$ cat src/rtl/gf16_red_pkg.sv
// Shared definitions for the GF(2^M) sequential reduction stage:
// FSM state encoding, default field degree / polynomial and product width.
package gf16_red_pkg;

   localparam int              GF_M    = 4;
   localparam logic [GF_M-1:0] GF_POLY = 4'b0011;   // x^4 + x + 1, x^4 implicit
   localparam int              GF_W    = 2*GF_M - 1; // carry-less product width

   typedef enum logic [1:0] {
      IDLE = 2'd0,
      RED  = 2'd1,
      DONE = 2'd2
   } state_t;

endpackage

$ cat src/rtl/gf16_red_step.sv
// One step of bit-serial polynomial reduction: if bit cnt of r is set,
// cancel it by XOR-ing in the modulus aligned so its x^M term lands on cnt.
// Only meaningful for cnt >= M; the caller ignores the result otherwise.
module gf16_red_step
   import gf16_red_pkg::*;
#(
   parameter int M = GF_M
) (
   input  logic [2*M-2:0]               r,
   input  logic [$clog2(2*M-1)-1:0]     cnt,
   input  logic [M-1:0]                 poly,
   output logic [2*M-2:0]               r_next
);

   localparam int W  = 2*M - 1;
   localparam int CW = $clog2(W);

   logic [W-1:0]  poly_full;
   logic [W-1:0]  shifted;
   logic [CW-1:0] shamt;

   // Conditionally subtract (XOR) the aligned modulus from the work value
   always_comb begin
      poly_full = W'({1'b1, poly});
      shamt     = cnt - CW'(M);
      shifted   = poly_full << shamt;
      r_next    = r[cnt] ? (r ^ shifted) : r;
   end

endmodule

$ cat src/rtl/gf16_reduce_seq.sv
// Sequential GF(2^M) reduction stage. Accepts a (2M-1)-bit carry-less product
// on a valid/ready input, reduces it one bit per cycle from the top bit down
// to bit M (M-1 RED cycles regardless of data), then holds the M-bit result
// on a valid/ready output until it is taken.
//
// Handshakes: a transfer happens on a rising edge where valid and ready are
// both high; valid and payload stay stable until that edge. in_ready is high
// only in IDLE, so a product is never taken in the same cycle as a result.
//
// Optional build macro GF16_RED_ACC_EN: adds an M-bit accumulator and the
// acc_clr input; each delivered result is acc ^ reduced value and becomes the
// new acc. acc_clr wins over a simultaneous result handshake.
//
// All outputs come straight from flops; nothing combinational from inputs.
module gf16_reduce_seq
   import gf16_red_pkg::*;
#(
   parameter int           M    = GF_M,
   parameter logic [M-1:0] POLY = GF_POLY
) (
   input  logic             clk,
   input  logic             rst,
`ifdef GF16_RED_ACC_EN
   input  logic             acc_clr,
`endif
   input  logic             in_valid,
   output logic             in_ready,
   input  logic [2*M-2:0]   prod,
   output logic             out_valid,
   input  logic             out_ready,
   output logic [M-1:0]     res,
   output logic             busy
);

   localparam int W  = 2*M - 1;
   localparam int CW = $clog2(W);

   state_t        state_q, state_d;
   logic [W-1:0]  r_q, r_d, r_step;
   logic [CW-1:0] cnt_q, cnt_d;
   logic          in_ready_q, in_ready_d;
   logic          out_valid_q, out_valid_d;
   logic          busy_q, busy_d;
   logic [M-1:0]  res_q, res_d;
`ifdef GF16_RED_ACC_EN
   logic [M-1:0]  acc_q, acc_d;
`endif

   gf16_red_step #(.M(M)) u_step (
      .r      (r_q),
      .cnt    (cnt_q),
      .poly   (POLY),
      .r_next (r_step)
   );

   // Next-state, work register and bit counter
   always_comb begin
      state_d = state_q;
      r_d     = r_q;
      cnt_d   = cnt_q;
      case (state_q)
         IDLE: begin
            if (in_valid) begin
               r_d     = prod;
               cnt_d   = CW'(W - 1);
               state_d = RED;
            end
         end
         RED: begin
            r_d = r_step;
            if (cnt_q == CW'(M)) begin
               state_d = DONE;
            end else begin
               cnt_d = cnt_q - 1'b1;
            end
         end
         DONE: begin
            if (out_ready) begin
               state_d = IDLE;
            end
         end
         default: begin
            state_d = IDLE;
         end
      endcase
   end

`ifdef GF16_RED_ACC_EN
   // Accumulator: clear has priority; otherwise capture the delivered result
   always_comb begin
      acc_d = acc_q;
      if (acc_clr) begin
         acc_d = '0;
      end else if (state_q == DONE && out_ready) begin
         acc_d = res_q;
      end
   end
`endif

   // Registered outputs, decoded from the next state so they align with it
   always_comb begin
      in_ready_d  = (state_d == IDLE);
      out_valid_d = (state_d == DONE);
      busy_d      = (state_d != IDLE);
      res_d       = '0;
      if (state_d == DONE) begin
`ifdef GF16_RED_ACC_EN
         res_d = acc_d ^ r_d[M-1:0];
`else
         res_d = r_d[M-1:0];
`endif
      end
   end

   // State and output flops; reset discards any in-flight product
   always_ff @(posedge clk or posedge rst) begin
      if (rst) begin
         state_q     <= IDLE;
         r_q         <= '0;
         cnt_q       <= '0;
         in_ready_q  <= 1'b1;
         out_valid_q <= 1'b0;
         busy_q      <= 1'b0;
         res_q       <= '0;
`ifdef GF16_RED_ACC_EN
         acc_q       <= '0;
`endif
      end else begin
         state_q     <= state_d;
         r_q         <= r_d;
         cnt_q       <= cnt_d;
         in_ready_q  <= in_ready_d;
         out_valid_q <= out_valid_d;
         busy_q      <= busy_d;
         res_q       <= res_d;
`ifdef GF16_RED_ACC_EN
         acc_q       <= acc_d;
`endif
      end
   end

   assign in_ready  = in_ready_q;
   assign out_valid = out_valid_q;
   assign busy      = busy_q;
   assign res       = res_q;

endmodule
$ cat config.mk
export PLATFORM = sky130hd
export DESIGN_NAME = gf16_reduce_seq
export DESIGN_NICKNAME = d
export VERILOG_FILES = /design/src/rtl/gf16_red_pkg.sv /design/src/rtl/gf16_red_step.sv /design/src/rtl/gf16_reduce_seq.sv
export SDC_FILE = /design/constraint.sdc
export NUM_CORES = 1
export LEC_CHECK = 0
export CELL_PAD_IN_SITES_DETAIL_PLACEMENT = 0
export CELL_PAD_IN_SITES_GLOBAL_PLACEMENT = 2
export CORE_ASPECT_RATIO = 0.6
export CORE_MARGIN = 2
export CORE_UTILIZATION = 35
export DETAILED_ROUTE_END_ITERATION = 12
export PLACE_DENSITY_LB_ADDON = 0.1
export SYNTH_ARGS = -nofsm -noshare
export SYNTH_HDL_FRONTEND = slang
export SYNTH_SLANG_ARGS = --single-unit
$ cat constraint.sdc
create_clock -name clk -period 2.6 [get_ports clk]
set_clock_uncertainty 0.05 [all_clocks]
set_input_delay 0.78 -clock clk [delete_from_list [all_inputs] [get_ports clk]]
set_output_delay 0.78 -clock clk [all_outputs]
set_load 0.01 [all_outputs]
# == Word level (Yosys, flattened, before mapping) ==
# Cells that the tools add are included.
# op_classes
n_addsub,2
order_cmp,1
eq_ne,7
shift,1
mux,13
bitwise_logic,1
n_reduce_logical,6
# ops
operator,n
7-bit two-way mux,2
7-bit case mux with 2 select lines,1
5-bit by 3-bit left shift with 7-bit output (first input constant),1
7-bit bitwise XOR,1
2-bit two-way mux,3
3-bit two-way mux,2
2-bit case mux with 3 select lines,1
3-bit case mux with 2 select lines,1
3-bit AND reduction,2
2-bit equality test (second input constant),2
2-bit zero test,2
3-bit by 4-bit < comparator with 1-bit output (second input constant),1
4-bit two-way mux,1
2-bit != test (second input constant),2
2-bit nonzero test,2
1-bit binary-select mux with 3-bit select,1
3-bit equality test (second input constant),1
3-bit by 1-bit subtractor with 3-bit output (second input constant),1
3-bit subtractor (second input constant),1
2-bit by 1-bit equality test with 1-bit output (second input constant),1
2-bit by 1-bit != test with 1-bit output (second input constant),1
1-bit two-way mux,1
# totals
register_bits,19
in_bits,11
output_inout_bits,7
wordCells,39

# == Logic depth before layout (Yosys ltp) ==
# Gate-level depths: netlist of run 1.
# depth
word_depth,6
ltp_mapped,7
depth_no_buf,6

# == By module ==
# From an unflattened synthesis of run 1, not the netlist that was laid out.
# hier_totals
cells_unflattened,123
hier_area_um2,1227.4
# modules_own_cells
mod,n_inst,cells_per_inst,area_per_inst_um2,seq_area_each_um2
gf16_reduce_seq,1,78,890.9,476.7
gf16_red_step,1,45,336.6,0.0

# == Worst setup path before layout of run 1 ==
# No wires, ideal clock.
# synth_timing
kind,input to register
from,in in_valid
to,"reg res_q[0], in the netlist res[0]"
setup_time_ps,135
t_arrival_ps,1664
required_ps,2415
setup_slack_ps,751
stages,5
path_buffers,1
cell_sequence,or3b_1 > clkbuf_1 > o22a_1 > o2111ai_1 > a21oi_1
# synth_between
elab_chain_cells,4
word_cells_on_any_way,6
cone_classes,eq/ne: 1; mux: 5
# synth_lines
element,line,rtl
start: declaration,gf16_reduce_seq.sv:26,"input logic in_valid,"
2-bit two-way mux,gf16_reduce_seq.sv:63,if (in_valid) begin
2-bit case mux with 3 select lines,gf16_reduce_seq.sv:61,case (state_q)
2-bit equality test,gf16_reduce_seq.sv:106,if (state_d == DONE) begin
4-bit two-way mux *,gf16_reduce_seq.sv:106,
via res_d[0],gf16_reduce_seq.sv:44,"logic [M-1:0] res_q, res_d;"
end signal: assignment,gf16_reduce_seq.sv:135,res_q <= res_d;
end: declaration,gf16_reduce_seq.sv:44,
# Mark *: on every way through the listed nets, which the timed path passes. The rest lies on a longest branch. The select of a mux whose other input is x is not followed.
# A chain may end at the register's enable or synchronous reset.

# == Final worst setup path of run 1 ==
# Ends and elaborated chain as after synthesis.

==> results of run 1 <==
sequential cells by signal, summed over array words and instances (netlist names):
register / flops
busy: 1
res: 4
out_valid: 1
in_ready: 1
r_q: 7
cnt_q: 3
state_q: 2
cell families (layout without fill, tap and decap cells):
| logic type | count (synthesis) | in the layout | share of synthesized area |
|---|---|---|---|
| adders and majority gates | 4 | 4 | 0.0424 |
| muxes | 5 | 5 | 0.0445 |
| and+or+nand+nor | 48 | 48 | 0.228 |
| xor gates and xnor gates | 3 | 3 | 0.0222 |
| AOI/OAI and AO/OA | 31 | 31 | 0.212 |
| buffers and inverters | 12 | 31 | 0.0477 |
| DFF | 19 | 19 | 0.404 |
critical path, cell delays in order:
cell and delay [ps]:
clkdlybuf4s50_1 500, or3b_1 510, o22a_1 270, o2111ai_1 130
a21oi_1 100
Yosys cell counts:
master / number
a2bb2oi_1: 1
o2111ai_1: 3
a31oi_1: 1
a22oi_1: 1
ha_1: 4
or3b_1: 2
a21oi_1: 8
nor3b_1: 2
inv_1: 7
dfrtp_1: 18
or3_1: 1
nand3_1: 3
nor2_1: 6
and2_1: 1
o2111a_1: 1
nand2b_1: 6
nor2b_1: 2
mux2_2: 2
o2bb2ai_2: 1
o21ba_2: 1
and3b_1: 1
nand4_1: 6
o221ai_1: 3
or4_1: 3
buf_6: 1
dfstp_2: 1
clkbuf_1: 3
o22ai_4: 1
o21ai_0: 2
a21o_1: 1
o311ai_0: 3
xnor2_1: 3
nand2_1: 12
mux2i_1: 3
o22a_1: 4
or2_2: 1
and4b_1: 1
and3_1: 1
buf_4: 1
metal layers:
| metal | vias up | GRT usage | routed length, um |
|---|---|---|---|
| met5 | - | 0 | 0 |
| met1 | 467 | 0.227 | 1480 |
| li1 | 498 | - | - |
| met4 | 0 | 0.0172 | 17 |
| met3 | 2 | 0.0444 | 183 |
| met2 | 27 | 0.249 | 1150 |
layout make-up:
type / count / area share
clock buffer: 4 / 0.0312
inverter: 7 / 0.0182
multi-input combinational: 91 / 0.448
sequential: 19 / 0.330
tap: 45 / 0.0390
timing repair buffer: 20 / 0.133
report_power, final:
| part | internal [mW] | leakage, nW | switching, mW | total [mW] |
|---|---|---|---|---|
| clock | 0.109 | 0.0228 | 0.0959 | 0.205 |
| sequential | 0.437 | 0.232 | 0.129 | 0.566 |
| combinational | 0.481 | 0.378 | 0.609 | 1.09 |
path summary, 6_finish.rpt:
check / startpoint / end / depth (start not counted)
setup / recovery: in_valid / res[0] / 5
hold / removal: r_q[6] / r_q[6] / 2
setup reg to reg: cnt_q[0] / res[2] / 6
hold reg to reg: r_q[6] / r_q[6] / 2
max in group asynchronous: rst / in_ready / 3
min in group asynchronous: rst / busy / 3
metrics by stage:
stage	hold slack (ps)	std cells	worst slack [ps]	power, mW	util
floorplan	531	122	751	1.35	-
global placement	575	182	162	1.66	0.432
detailed placement	592	182	108	1.66	0.432
CTS	600	186	379	1.88	0.446
global route	649	186	313	2.03	0.446
finish	595	186	380	1.86	0.446
==> flow_summary.yaml, run 1 <==
pwr:
  power_density_nw_per_um2: 1290
  power_leakage_nw: 0.632
  vdd_drop_max_v: 0.000383
global_route:
  antenna_found_initial: 0
  grt_pass1_wl_mm: 4.76
  grt_max_degree: 20
  overflow: 0
  grt_pass1_vias: 972
  grtUsageTotal: 0.159
outcome:
  status: "complete, no violations"
clocking:
  cts.htree.levels: 1
  cts_buffers: 3
  hold_buffers: 0
  cts_tree: "done"
  clockRootBuffer: "clkbuf_8"
  cts.reportedPaths.clkPinSlew_ps: 70
  cts_resized: 0
  cts.sinks: 19
  postCtsSetupBuffers: 0
  clk_latency_ps: 250
  max-clock-path-buffers: 2
logic_synthesis:
  seq_area_frac_synth: 0.404
  syn_avg_cell_area_um2: 9.68
  netlist_instances: 122
  synth.area.top_cells: "dfrtp_1 (38%), ha_1 (4.2%), nand2_1 (3.8%)"
  syn_area_um2: 1180
  synth_largest_area_cell: "dfrtp_1"
  synth-seq-cells: 19
  synth_top_area_frac: 0.381
  ys_types: 39
  postSynthNetCount: 137
  ys_warn_count: 0
layout:
  multi_input_area_um2: 648
  num-nets-final: 157
  area_delta_synth_final_pct: 22.4
  antenna_cells: 0
  final_area_um2: 1450
  fill_cells: 329
  layout_commonest_cell: "dfrtp_1"
  drive_gt1_frac: 0.0922
  ff_latch_area_um2: 477
  most-common-layout-cells: "dfrtp_1 (18), clkdlybuf4s50_1 (17), nand2_1 (12), a21oi_1 (8), inv_1 (7)"
sta:
  timing.slew.headroom: 0.513
  maxSlewViolCount: 0
  setup_viol: 0
  fmax_mhz: 450
  fin_crit_ps: 2220
  setup_tns_ps: 0
  period_share: 0.854
  rsz0062_at_grt: "no"
  tightest_slew_ps: 728
  hold_viol_final: 0
floorplan:
  fp.dieW_um: 79.0
  start_util: 0.364
  dieHeight_um: 49
  ios: 18
  core.rowCount: 16
  dieArea_um2: 3870
  core_area_um2: 3240
critical_path:
  worst_setup_path_end_kind: "flip-flop"
  critPathKind: "in2reg"
  worst-path-max-fanout: 8
  arrival_ps: 2290
  cp_data_required_time_ps: 2670
  r2r_slack_ps: 630
  start_kind: "primary input"
place:
  place_hpwl_mm: 2.09
  globalplace.congestion: 0.781
  place_area_um2: 1400
  io_buffers: 17
route:
  dr.first_iter.drc_count: 35
  dr.pass1.iters: 4
  drc: 0
  routed_wl_mm: 2.83
  routedWlPerCell_um: 15.2
  viasPerCell: 5.34
  via_count: 994
  detail-route-antenna-nets: 0
worst_hold_path:
  hold_path.class: "reg2reg"
flow_run:
  maxCapViolCount: 0
Power figures use the tool's default switching activity.
==> inputs of run 2 (changes only) <==
Settings changed: ABC_AREA from default to 1, CORE_UTILIZATION 35 to 32.
==> flow_summary.yaml, run 2 <==
route:
  routed_wl_mm: 2.73
  dr.first_iter.drc_count: 64
  via_count: 961
  routedWlPerCell_um: 12.7
  viasPerCell: 4.49
  dr.pass1.iters: 4
  detail-route-antenna-nets: 0
  drc: 0
critical_path:
  cpLargestDelayFamily: "flip-flops"
  worst-path-max-fanout: 1
  slowest_stage: "dfstp_2"
  arrival_ps: 1310
  cp_data_required_time_ps: 1770
  cp.buffers_inverters: 1
  start_kind: "flip-flop"
  worst_setup_path_end_kind: "output port"
  path_cells: "clkdlybuf4s50_1"
  critPathKind: "reg2out"
  crit_path_max_incr_delay_ps: 520
  r2r_slack_ps: 830
layout:
  largest_reg_flops: 7
  area_delta_synth_final_pct: 23.1
  most-common-layout-cells: "nand2_1 (47), dfrtp_1 (18), clkdlybuf4s50_1 (17), nand3_1 (15), inv_1 (13)"
  layout_commonest_cell: "nand2_1"
  final_area_um2: 1410
  num-nets-final: 185
  largest_register: "r_q"
  antenna_cells: 0
  drive_gt1_frac: 0.160
clocking:
  postCtsSetupBuffers: 0
  cts.reportedPaths.clkPinSlew_ps: 80
  cts.htree.levels: 1
  cts_tree: "done"
  cts.sinks: 19
  clockRootBuffer: "clkbuf_8"
  cts_buffers: 3
  hold_buffers: 0
  clk_latency_ps: 260
  max-clock-path-buffers: 2
  cts_resized: 0
sta:
  rsz0062_at_grt: "no"
  timing.slew.headroom: 0.654
  period_share: 0.821
  setup_tns_ps: 0
  fin_crit_ps: 2140
  hold_viol_final: 0
  maxSlewViolCount: 0
  setup_ws_ps: 465
  setup_viol: 0
  tightest_slew_ps: 519
  timing.hold.ws_ps: 451
  fmax_mhz: 468
logic_synthesis:
  syn_avg_cell_area_um2: 7.70
  postSynthNetCount: 164
  ys_warn_count: 0
  yosys_most_used_dff: "dfrtp_1"
  ys_top_cells_by_count: "nand2_1 (47), dfrtp_1 (18), nand3_1 (15)"
  synth_top_area_frac: 0.393
  synth-seq-cells: 19
  synth.area.top_cells: "dfrtp_1 (39%), nand2_1 (15%), nand3_1 (6.5%)"
  async_flop_share: 1.00
  syn_area_um2: 1150
  seq_area_frac_synth: 0.415
  netlist_instances: 149
  ys_types: 22
  yosysMostFrequentCell: "nand2_1"
  synth_edf_count: 0
  synth_largest_area_cell: "dfrtp_1"
pwr:
  vdd_drop_max_v: 0.000486
  power_leakage_nw: 0.711
  power_density_nw_per_um2: 1340
floorplan:
  start_util: 0.343
  ios: 18
  dieHeight_um: 50.4
  fp.dieW_um: 81.3
  core.rowCount: 16
  core_area_um2: 3340
  dieArea_um2: 4100
outcome:
  status: "complete, no violations"
worst_hold_path:
  hold_path.class: "reg2reg"
global_route:
  overflow: 0
  antenna_found_initial: 0
  grt_pass1_vias: 947
  grt_max_degree: 20
  grtUsageTotal: 0.159
  grt_pass1_wl_mm: 4.81
place:
  pre_cts_slack_ps: 489
  place_area_um2: 1370
  globalplace.congestion: 0.790
  place_hpwl_mm: 2.08
  io_buffers: 17
flow_run:
  maxCapViolCount: 0
## run 2: cell count changes after synthesis, moves of 6 or more
cell      previous run  this run
a21oi_1              8         1
inv_1                7        13
inv_2                0        10
nand2_1             12        47
nand2b_1             6         0
nand3_1              3        15
nand4_1              6         0
o21ai_0              2         9
xor2_1               0         6
## run 2: kinds of logic (layout without fill, tap and decap cells)
kind of cell,after synthesis,count (layout),share of synthesized area
buffers and inverters,25,45,0.0883
AND/OR/NAND/NOR,81,81,0.320
AO/OA/AOI/OAI,14,14,0.0872
XOR/XNOR,6,6,0.0458
adder cells (fa/ha/maj),4,4,0.0436
flip-flops,19,19,0.415
## run 2: cell type report
type | instances | area [um^2]
fillers | 326 | 1930
multi-input cells | 105 | 569
flip-flops and latches | 19 | 477
repair buffers | 18 | 178
inverters | 23 | 86.3
well taps | 45 | 56.3
clock buffers | 3 | 41.3
clock inverters | 1 | 5.00
## run 2: worst paths after layout
kind | to | cells past startpoint | from
max | in_ready | 1 | in_ready
min | r_q[4] | 2 | r_q[4]
max reg2reg | r_q[5] | 9 | cnt_q[2]
min reg2reg | r_q[4] | 2 | r_q[4]
max in group asynchronous | in_ready | 3 | rst
min in group asynchronous | r_q[1] | 3 | rst
## run 2: stage by stage
| stage | power [mW] | instances | utilization |
|---|---|---|---|
| after floorplan | 1.39 | 149 | - |
| after global placement | 1.67 | 210 | 0.409 |
| after detailed placement | 1.69 | 210 | 0.409 |
| after CTS | 1.91 | 214 | 0.423 |
| after global routing | 2.13 | 214 | 0.423 |
| final | 1.89 | 214 | 0.423 |
## run 2: layer usage
| metal | vias up | wire (um) | global-route usage |
|---|---|---|---|
| li1 | 497 | - | - |
| met3 | 2 | 120 | 0.0396 |
| met1 | 442 | 1460 | 0.238 |
| met5 | - | 0 | 0 |
| met2 | 20 | 1130 | 0.221 |
| met4 | 0 | 14 | 0.0508 |
## run 2: where the power goes
group | switching [mW] | internal (mW) | total [mW]
clock network | 0.109 | 0.107 | 0.215
registers | 0.158 | 0.439 | 0.597
logic | 0.662 | 0.418 | 1.08
total | 0.929 | 0.964 | 1.89
